<file path="src/rtl/exe_stage_unit.sv">
// Execute stage: ID/EX register, ALU, NZCV status register, branch target, EX/MEM register.
// Latency: a bundle sampled into ID/EX at edge k appears on ex_* after edge k+1.
// Backpressure: stall holds ID/EX, EX/MEM and status; flush bubbles ID/EX even while stalled.
//
// Ports:
//   clk, rst              rising-edge clock, synchronous active-high reset
//   stall, flush          pipeline hold / bubble insert
//   id_*                  decoded instruction bundle from the ID stage
//   status                {N,Z,C,V}
//   branch_taken/addr     branch resolution from the instruction held in ID/EX
//   ex_*                  registered EX/MEM bundle towards the memory stage
// Optional feature (macro EXE_PERF_CNT_EN): perf_instr_cnt / perf_stall_cnt counters.

module exe_stage_unit #(
    parameter int WIDTH  = 32,
    parameter int REG_AW = 4
) (
    input  logic              clk,
    input  logic              rst,
    input  logic              stall,
    input  logic              flush,
    input  logic              id_valid,
    input  logic [WIDTH-1:0]  id_pc,
    input  logic [3:0]        id_exe_cmd,
    input  logic              id_mem_read_en,
    input  logic              id_mem_write_en,
    input  logic              id_wb_en,
    input  logic              id_B,
    input  logic              id_S,
    input  logic [WIDTH-1:0]  id_val_rn,
    input  logic [WIDTH-1:0]  id_val2,
    input  logic [WIDTH-1:0]  id_val_rm,
    input  logic [REG_AW-1:0] id_dest,
    input  logic [23:0]       id_imm24,
    output logic [3:0]        status,
    output logic              branch_taken,
    output logic [WIDTH-1:0]  branch_addr,
    output logic              ex_valid,
    output logic              ex_wb_en,
    output logic              ex_mem_read_en,
    output logic              ex_mem_write_en,
    output logic [WIDTH-1:0]  ex_alu_res,
    output logic [WIDTH-1:0]  ex_val_rm,
    output logic [REG_AW-1:0] ex_dest
`ifdef EXE_PERF_CNT_EN
    ,
    output logic [31:0]       perf_instr_cnt,
    output logic [31:0]       perf_stall_cnt
`endif
);

    localparam logic [3:0] CMD_MOV = 4'b0001;
    localparam logic [3:0] CMD_MVN = 4'b1001;
    localparam logic [3:0] CMD_ADD = 4'b0010;
    localparam logic [3:0] CMD_ADC = 4'b0011;
    localparam logic [3:0] CMD_SUB = 4'b0100;
    localparam logic [3:0] CMD_SBC = 4'b0101;
    localparam logic [3:0] CMD_AND = 4'b0110;
    localparam logic [3:0] CMD_ORR = 4'b0111;
    localparam logic [3:0] CMD_EOR = 4'b1000;

    typedef struct packed {
        logic              valid;
        logic [WIDTH-1:0]  pc;
        logic [3:0]        cmd;
        logic              mem_read;
        logic              mem_write;
        logic              wb;
        logic              b;
        logic              s;
        logic [WIDTH-1:0]  val_rn;
        logic [WIDTH-1:0]  val2;
        logic [WIDTH-1:0]  val_rm;
        logic [REG_AW-1:0] dest;
        logic [23:0]       imm24;
    } idex_t;

    typedef struct packed {
        logic              valid;
        logic              wb;
        logic              mem_read;
        logic              mem_write;
        logic [WIDTH-1:0]  alu_res;
        logic [WIDTH-1:0]  val_rm;
        logic [REG_AW-1:0] dest;
    } exmem_t;

    idex_t      idex_q, idex_d;
    exmem_t     ex_q, ex_d;
    logic [3:0] status_q, status_d;

    // ---------------- ID/EX register: flush beats stall ----------------
    always_comb begin
        idex_d = idex_q;
        if (flush) begin
            idex_d = '0;
        end else if (!stall) begin
            idex_d.valid     = id_valid;
            idex_d.pc        = id_pc;
            idex_d.cmd       = id_exe_cmd;
            idex_d.mem_read  = id_mem_read_en;
            idex_d.mem_write = id_mem_write_en;
            idex_d.wb        = id_wb_en;
            idex_d.b         = id_B;
            idex_d.s         = id_S;
            idex_d.val_rn    = id_val_rn;
            idex_d.val2      = id_val2;
            idex_d.val_rm    = id_val_rm;
            idex_d.dest      = id_dest;
            idex_d.imm24     = id_imm24;
        end
    end

    always_ff @(posedge clk) begin
        if (rst) begin
            idex_q <= '0;
        end else begin
            idex_q <= idex_d;
        end
    end

    // ---------------- ALU ----------------
    logic [WIDTH-1:0] alu_res;
    logic [WIDTH-1:0] opb;
    logic             cin;
    logic [WIDTH:0]   sum;
    logic             alu_c, alu_v;
    logic             arith, cmd_ok;

    // Subtraction runs through the same adder as a + ~b + carry-in, so the
    // adder carry-out is directly the ARM "no borrow" C flag.
    always_comb begin
        alu_res = '0;
        opb     = idex_q.val2;
        cin     = 1'b0;
        sum     = '0;
        alu_c   = status_q[1];
        alu_v   = status_q[0];
        arith   = 1'b0;
        cmd_ok  = 1'b1;
        unique case (idex_q.cmd)
            CMD_MOV: alu_res = idex_q.val2;
            CMD_MVN: alu_res = ~idex_q.val2;
            CMD_ADD: arith = 1'b1;
            CMD_ADC: begin arith = 1'b1; cin = status_q[1]; end
            CMD_SUB: begin arith = 1'b1; opb = ~idex_q.val2; cin = 1'b1; end
            CMD_SBC: begin arith = 1'b1; opb = ~idex_q.val2; cin = status_q[1]; end
            CMD_AND: alu_res = idex_q.val_rn & idex_q.val2;
            CMD_ORR: alu_res = idex_q.val_rn | idex_q.val2;
            CMD_EOR: alu_res = idex_q.val_rn ^ idex_q.val2;
            default: cmd_ok = 1'b0;
        endcase
        if (arith) begin
            sum     = {1'b0, idex_q.val_rn} + {1'b0, opb} + {{WIDTH{1'b0}}, cin};
            alu_res = sum[WIDTH-1:0];
            alu_c   = sum[WIDTH];
            alu_v   = (idex_q.val_rn[WIDTH-1] == opb[WIDTH-1]) &&
                      (sum[WIDTH-1] != idex_q.val_rn[WIDTH-1]);
        end
    end

    // ---------------- Status register ----------------
    logic status_we;
    assign status_we = idex_q.valid && idex_q.s && !idex_q.b && !idex_q.mem_read &&
                       !idex_q.mem_write && !stall && cmd_ok;

    always_comb begin
        status_d = status_q;
        if (status_we) begin
            status_d = {alu_res[WIDTH-1], (alu_res == '0), alu_c, alu_v};
        end
    end

    always_ff @(posedge clk) begin
        if (rst) begin
            status_q <= 4'b0000;
        end else begin
            status_q <= status_d;
        end
    end

    // ---------------- Branch resolution ----------------
    logic [WIDTH-1:0] imm_sext;
    assign imm_sext     = {{(WIDTH-24){idex_q.imm24[23]}}, idex_q.imm24};
    assign branch_taken = idex_q.valid && idex_q.b;
    assign branch_addr  = idex_q.pc + (imm_sext << 2);

    // ---------------- EX/MEM register ----------------
    // Branches never write back or touch memory, whatever the decoder sent.
    always_comb begin
        ex_d = '0;
        if (idex_q.valid) begin
            ex_d.valid     = 1'b1;
            ex_d.wb        = idex_q.wb && !idex_q.b;
            ex_d.mem_read  = idex_q.mem_read && !idex_q.b;
            ex_d.mem_write = idex_q.mem_write && !idex_q.b;
            ex_d.alu_res   = alu_res;
            ex_d.val_rm    = idex_q.val_rm;
            ex_d.dest      = idex_q.dest;
        end
    end

    always_ff @(posedge clk) begin
        if (rst) begin
            ex_q <= '0;
        end else if (!stall) begin
            ex_q <= ex_d;
        end
    end

    assign status          = status_q;
    assign ex_valid        = ex_q.valid;
    assign ex_wb_en        = ex_q.wb;
    assign ex_mem_read_en  = ex_q.mem_read;
    assign ex_mem_write_en = ex_q.mem_write;
    assign ex_alu_res      = ex_q.alu_res;
    assign ex_val_rm       = ex_q.val_rm;
    assign ex_dest         = ex_q.dest;

`ifdef EXE_PERF_CNT_EN
    logic [31:0] perf_instr_cnt_q, perf_stall_cnt_q;

    always_ff @(posedge clk) begin
        if (rst) begin
            perf_instr_cnt_q <= '0;
            perf_stall_cnt_q <= '0;
        end else begin
            if (!stall && idex_q.valid) begin
                perf_instr_cnt_q <= perf_instr_cnt_q + 32'd1;
            end
            if (stall) begin
                perf_stall_cnt_q <= perf_stall_cnt_q + 32'd1;
            end
        end
    end

    assign perf_instr_cnt = perf_instr_cnt_q;
    assign perf_stall_cnt = perf_stall_cnt_q;
`endif

endmodule

</file>
<file path="config.mk">
export PLATFORM = sky130hd
export DESIGN_NAME = exe_stage_unit
export DESIGN_NICKNAME = d
export VERILOG_FILES = /design/src/rtl/exe_stage_unit.sv
export SDC_FILE = /design/constraint.sdc
export NUM_CORES = 1
export LEC_CHECK = 0
export BUFFER_PORTS_ARGS = -buffer_cell sky130_fd_sc_hd__buf_2
export CAP_MARGIN = 20
export CORE_MARGIN = 8
export CORE_UTILIZATION = 35
export DETAILED_ROUTE_END_ITERATION = 7
export GPL_TIMING_DRIVEN = 1
export REMOVE_ABC_BUFFERS = 1
export SYNTH_ARGS = -nofsm -noshare
export SYNTH_HDL_FRONTEND = slang
export SYNTH_SLANG_ARGS = --single-unit
</file>
<file path="constraint.sdc">
create_clock -name clk -period 4.7 [get_ports clk]
set_input_delay 0.47 -clock clk [delete_from_list [all_inputs] [get_ports clk]]
set_output_delay 0.47 -clock clk [all_outputs]
set_load 0.1 [all_outputs]
</file>
==> flow_summary_export.csv <==
group,metric,value,unit
clock_tree,clockBufferDepth,3,
hold_path,hold_class,"input pin to flip-flop",
power_and_ir_drop,ir_worst_vdd,0.000270,V
status,status,"complete, no violations",
setup_path,crit_required,5.21,ns
logic_synthesis,synth_top_cell_by_area,"dfxtp_1",
sta,slew_headroom,33.9,%
grt,antenna_found_initial,18,
setup_path,r2r-start,"idex_q[131]$_SDFFE_PP0N_",
place,port_buffers,278,
clock_tree,clk_latency,0.58,ns
place,gp_congestion,0.914,
grt,top_usage_layer,"met2",
logic_synthesis,synth_edf_count,0,
clock_tree,cts_tree,"built",
drt,vias,13300,
place,dpl.hpwl,35500,microns
drt,dr.pass1.iters,5,
setup_path,setup.worst_path.start_class,"flip-flop",
logic_synthesis,avgSynthCellArea,8.51,sq um
final_layout,layout.nets,2252,
sta,fmax,223,MHz
clock_tree,clock-root-buffer,"clkbuf_16",
grt,grt_max_degree,121,
logic_synthesis,ys.flop_type,"dfxtp_1",
flow_run,drv_cap,0,
floorplan,rows,75,
sta,timing.final.crit_period,4.49,ns
power_and_ir_drop,power_frac_comb,14.5,%
final_layout,multiInputGateArea,0.00909,sq mm
floorplan,start_util,35.3,%
grt,use_met1,22.1,%
logic_synthesis,synth.most_common_cell,"nor2_1",
grt,globalRouteTotalUtil,18.9,%
grt,grt_pass1_vias,13600,
drt,antenna_left,0,
logic_synthesis,async_flop_share,0,%
power_and_ir_drop,p_int,4.00,mW
setup_path,reg2reg_slack,0.21,ns
clock_tree,h-tree-depth,1,
logic_synthesis,yosys_warnings,0,
power_and_ir_drop,leakage,8.00,nW
floorplan,die_y,221,microns
floorplan,die_w,221,microns
sta,hold_viol,0,
clock_tree,postCtsHoldBufs,0,
logic_synthesis,synth_area,0.0147,sq mm
sta,finalCritPeriodShare,95.6,%
setup_path,crit_path_end_kind,"flip-flop",
power_and_ir_drop,clkPwrFrac,46.6,%
grt,grt-ovfl-total,0,
power_and_ir_drop,sw_frac_of_total,27.3,%
final_layout,seqCellArea,0.00485,sq mm
sta,setup_viol,0,
clock_tree,clk_pin_slew,0.06,ns
setup_path,reg2reg_depth,18,
sta,tightest_slew,0.992,ns
floorplan,coreArea,0.0418,sq mm
setup_path,crit_fanout,9,
final_layout,drive_gt1_share,20.7,%
drt,drt_iter0_drc,717,
drt,drc_errors,0,
power_and_ir_drop,switching_power,1.50,mW
grt,grtUsageMet3,6.57,%
clock_tree,numCtsBuffers,29,
final_layout,fill_cells,4159,
setup_path,critPathKind,"flip-flop to flip-flop",
logic_synthesis,yosysUniqueCellTypes,80,
power_and_ir_drop,seq_power_share,38.9,%
power_and_ir_drop,power.total,5.51,mW
sta,hold_slack,0.116,ns
final_layout,area_delta_synth_final,20.5,%
logic_synthesis,synth_cells,1731,
grt,grt_pass1_wl,75300,microns
sta,skew,0.0107,ns
logic_synthesis,ys_ff_latch,242,
clock_tree,cts.sinks,242,
setup_path,worstSetupStartpoint,"idex_q[131]$_SDFFE_PP0N_",
setup_path,cp.arrival,5.00,ns
logic_synthesis,ys_seq_area_share,32.9,%
grt,use_met2,31.8,%
floorplan,pin_count,279,
sta,rsz0062_at_grt,"false",
drt,wire_per_inst,19.1,microns
logic_synthesis,synth_top_cells_by_count,"nor2_1 (310), dfxtp_1 (242), mux2i_1 (179)",
power_and_ir_drop,pwr_density_cell,310,mW/mm^2
floorplan,dieArea,0.0489,sq mm
drt,post_drt_via_cell_ratio,5.28,
logic_synthesis,synth_top_area_share,32.9,%
sta,slew_violations,0,
setup_path,reg2reg_to,"status[2]$_SDFFE_PP0P_",
setup_path,crit_path_end,"status[2]$_SDFFE_PP0P_",
drt,wl,48200,microns
logic_synthesis,ys_top_cells_by_area,"dfxtp_1 (33%), mux2i_1 (12%), ha_1 (11%)",
worst max-delay path: stages (launching register included):
cell and delay [ns]:
dfxtp_2 0.42, xor2_2 0.23, o21ai_0 0.12, a21oi_1 0.15, nand2_1 0.08, fa_1 0.41
fa_1 0.43, nor2b_2 0.19, o2111ai_1 0.20, a21o_1 0.23, a221oi_1 0.35, o211a_1 0.20
and4b_1 0.20, nand4_1 0.15, or4_1 0.43, nor4_1 0.19, buf_4 0.18, nand3_1 0.11
o21ai_1 0.14
power groups by stage:
stage / clock (mW) / sequential, mW / combinational [mW]
3_5_place_dp: 0 / 2.19 / 0.792
6_report: 2.57 / 2.14 / 0.796
3_3_place_gp: 0 / 2.19 / 0.780
5_1_grt: 2.73 / 2.15 / 0.865
2_1_floorplan: 0 / 2.19 / 0.497
4_1_cts: 2.64 / 2.14 / 0.797
flip-flops by register name, indices dropped and copies added, names as in the netlist, 4 cells and up:
signal      cells
ex_dest         4
status          4
ex_alu_res     32
idex_q        166
ex_val_rm      32
cells in the final DEF, fill, tap and decap left out, drive strengths merged, types with 20 or more instances in the layout:
cell type and count:
nor2 311, buf 306, dfxtp 242, mux2i 179, ha 124, inv 95
a21oi 93, a22oi 80, nand2 70, xnor2 65, o21ai 61, clkbuf 34
nor2b 25, nand3 20
area by class of cell:
class / instances / share of cell area, %
well taps: 539 / 3.80
inverters: 95 / 2.01
clock buffers: 34 / 4.36
flip-flops and latches: 242 / 27.3
diodes: 7 / 0.0987
clock inverters: 19 / 1.85
multi-input cells: 1281 / 51.2
repair buffers: 306 / 9.37
stage by stage:
stage	utilization, %	setup slack (ns)	std cells	instance area [sq um]	TNS, ns
detailed placement	39.7	0.116	2463	16600	0
global route	42.5	0.00107	2517	17700	0
CTS	42.4	0.0443	2516	17700	0
global placement	39.7	0.225	2463	16600	0
floorplan	-	-0.525	1618	14200	-0.737
finish	42.5	0.209	2523	17800	0
cell families (layout without fill, tap and decap cells):
kind of cell               count (synthesis)  after routing  share of synthesized area, %
other                                      0              7                             0
AOI/OAI and AO/OA                        369            369                          17.0
muxes                                    193            193                          13.2
DFF                                      242            242                          32.9
buffers and inverters                    208            454                          5.85
xor gates and xnor gates                  75             75                          4.46
adders and majority gates                127            127                          10.9
and+or+nand+nor                          517            517                          15.7
worst min path at each step:
stage / cells past startpoint / from / slack, ns / to
6_report: 3 / id_pc[15] / 0.12 / idex_q[148]$_SDFFE_PP0N_
5_1_grt: 3 / id_pc[10] / 0.09 / idex_q[143]$_SDFFE_PP0N_
4_1_cts: 3 / id_pc[10] / 0.09 / idex_q[143]$_SDFFE_PP0N_
3_5_place_dp: 2 / status[0]$_SDFFE_PP0P_ / 0.45 / status[0]$_SDFFE_PP0P_
3_3_place_gp: 2 / status[0]$_SDFFE_PP0P_ / 0.45 / status[0]$_SDFFE_PP0P_
2_1_floorplan: 2 / idex_q[124]$_SDFFE_PP0N_ / 0.46 / idex_q[124]$_SDFFE_PP0N_
metal layers:
layer / vias up / part of all wire (%)
li1: 6533 / -
met1: 6295 / 43
met2: 373 / 46
met3: 112 / 7.8
met4: 20 / 3.5
met5: - / 0.27
repair_timing:
action                     4_1_cts  5_1_grt
buffers inserted                 0        0
setup endpoints to repair        1        5
resized for setup                2       12
No activity file was read; power rests on OpenSTA's default activity.
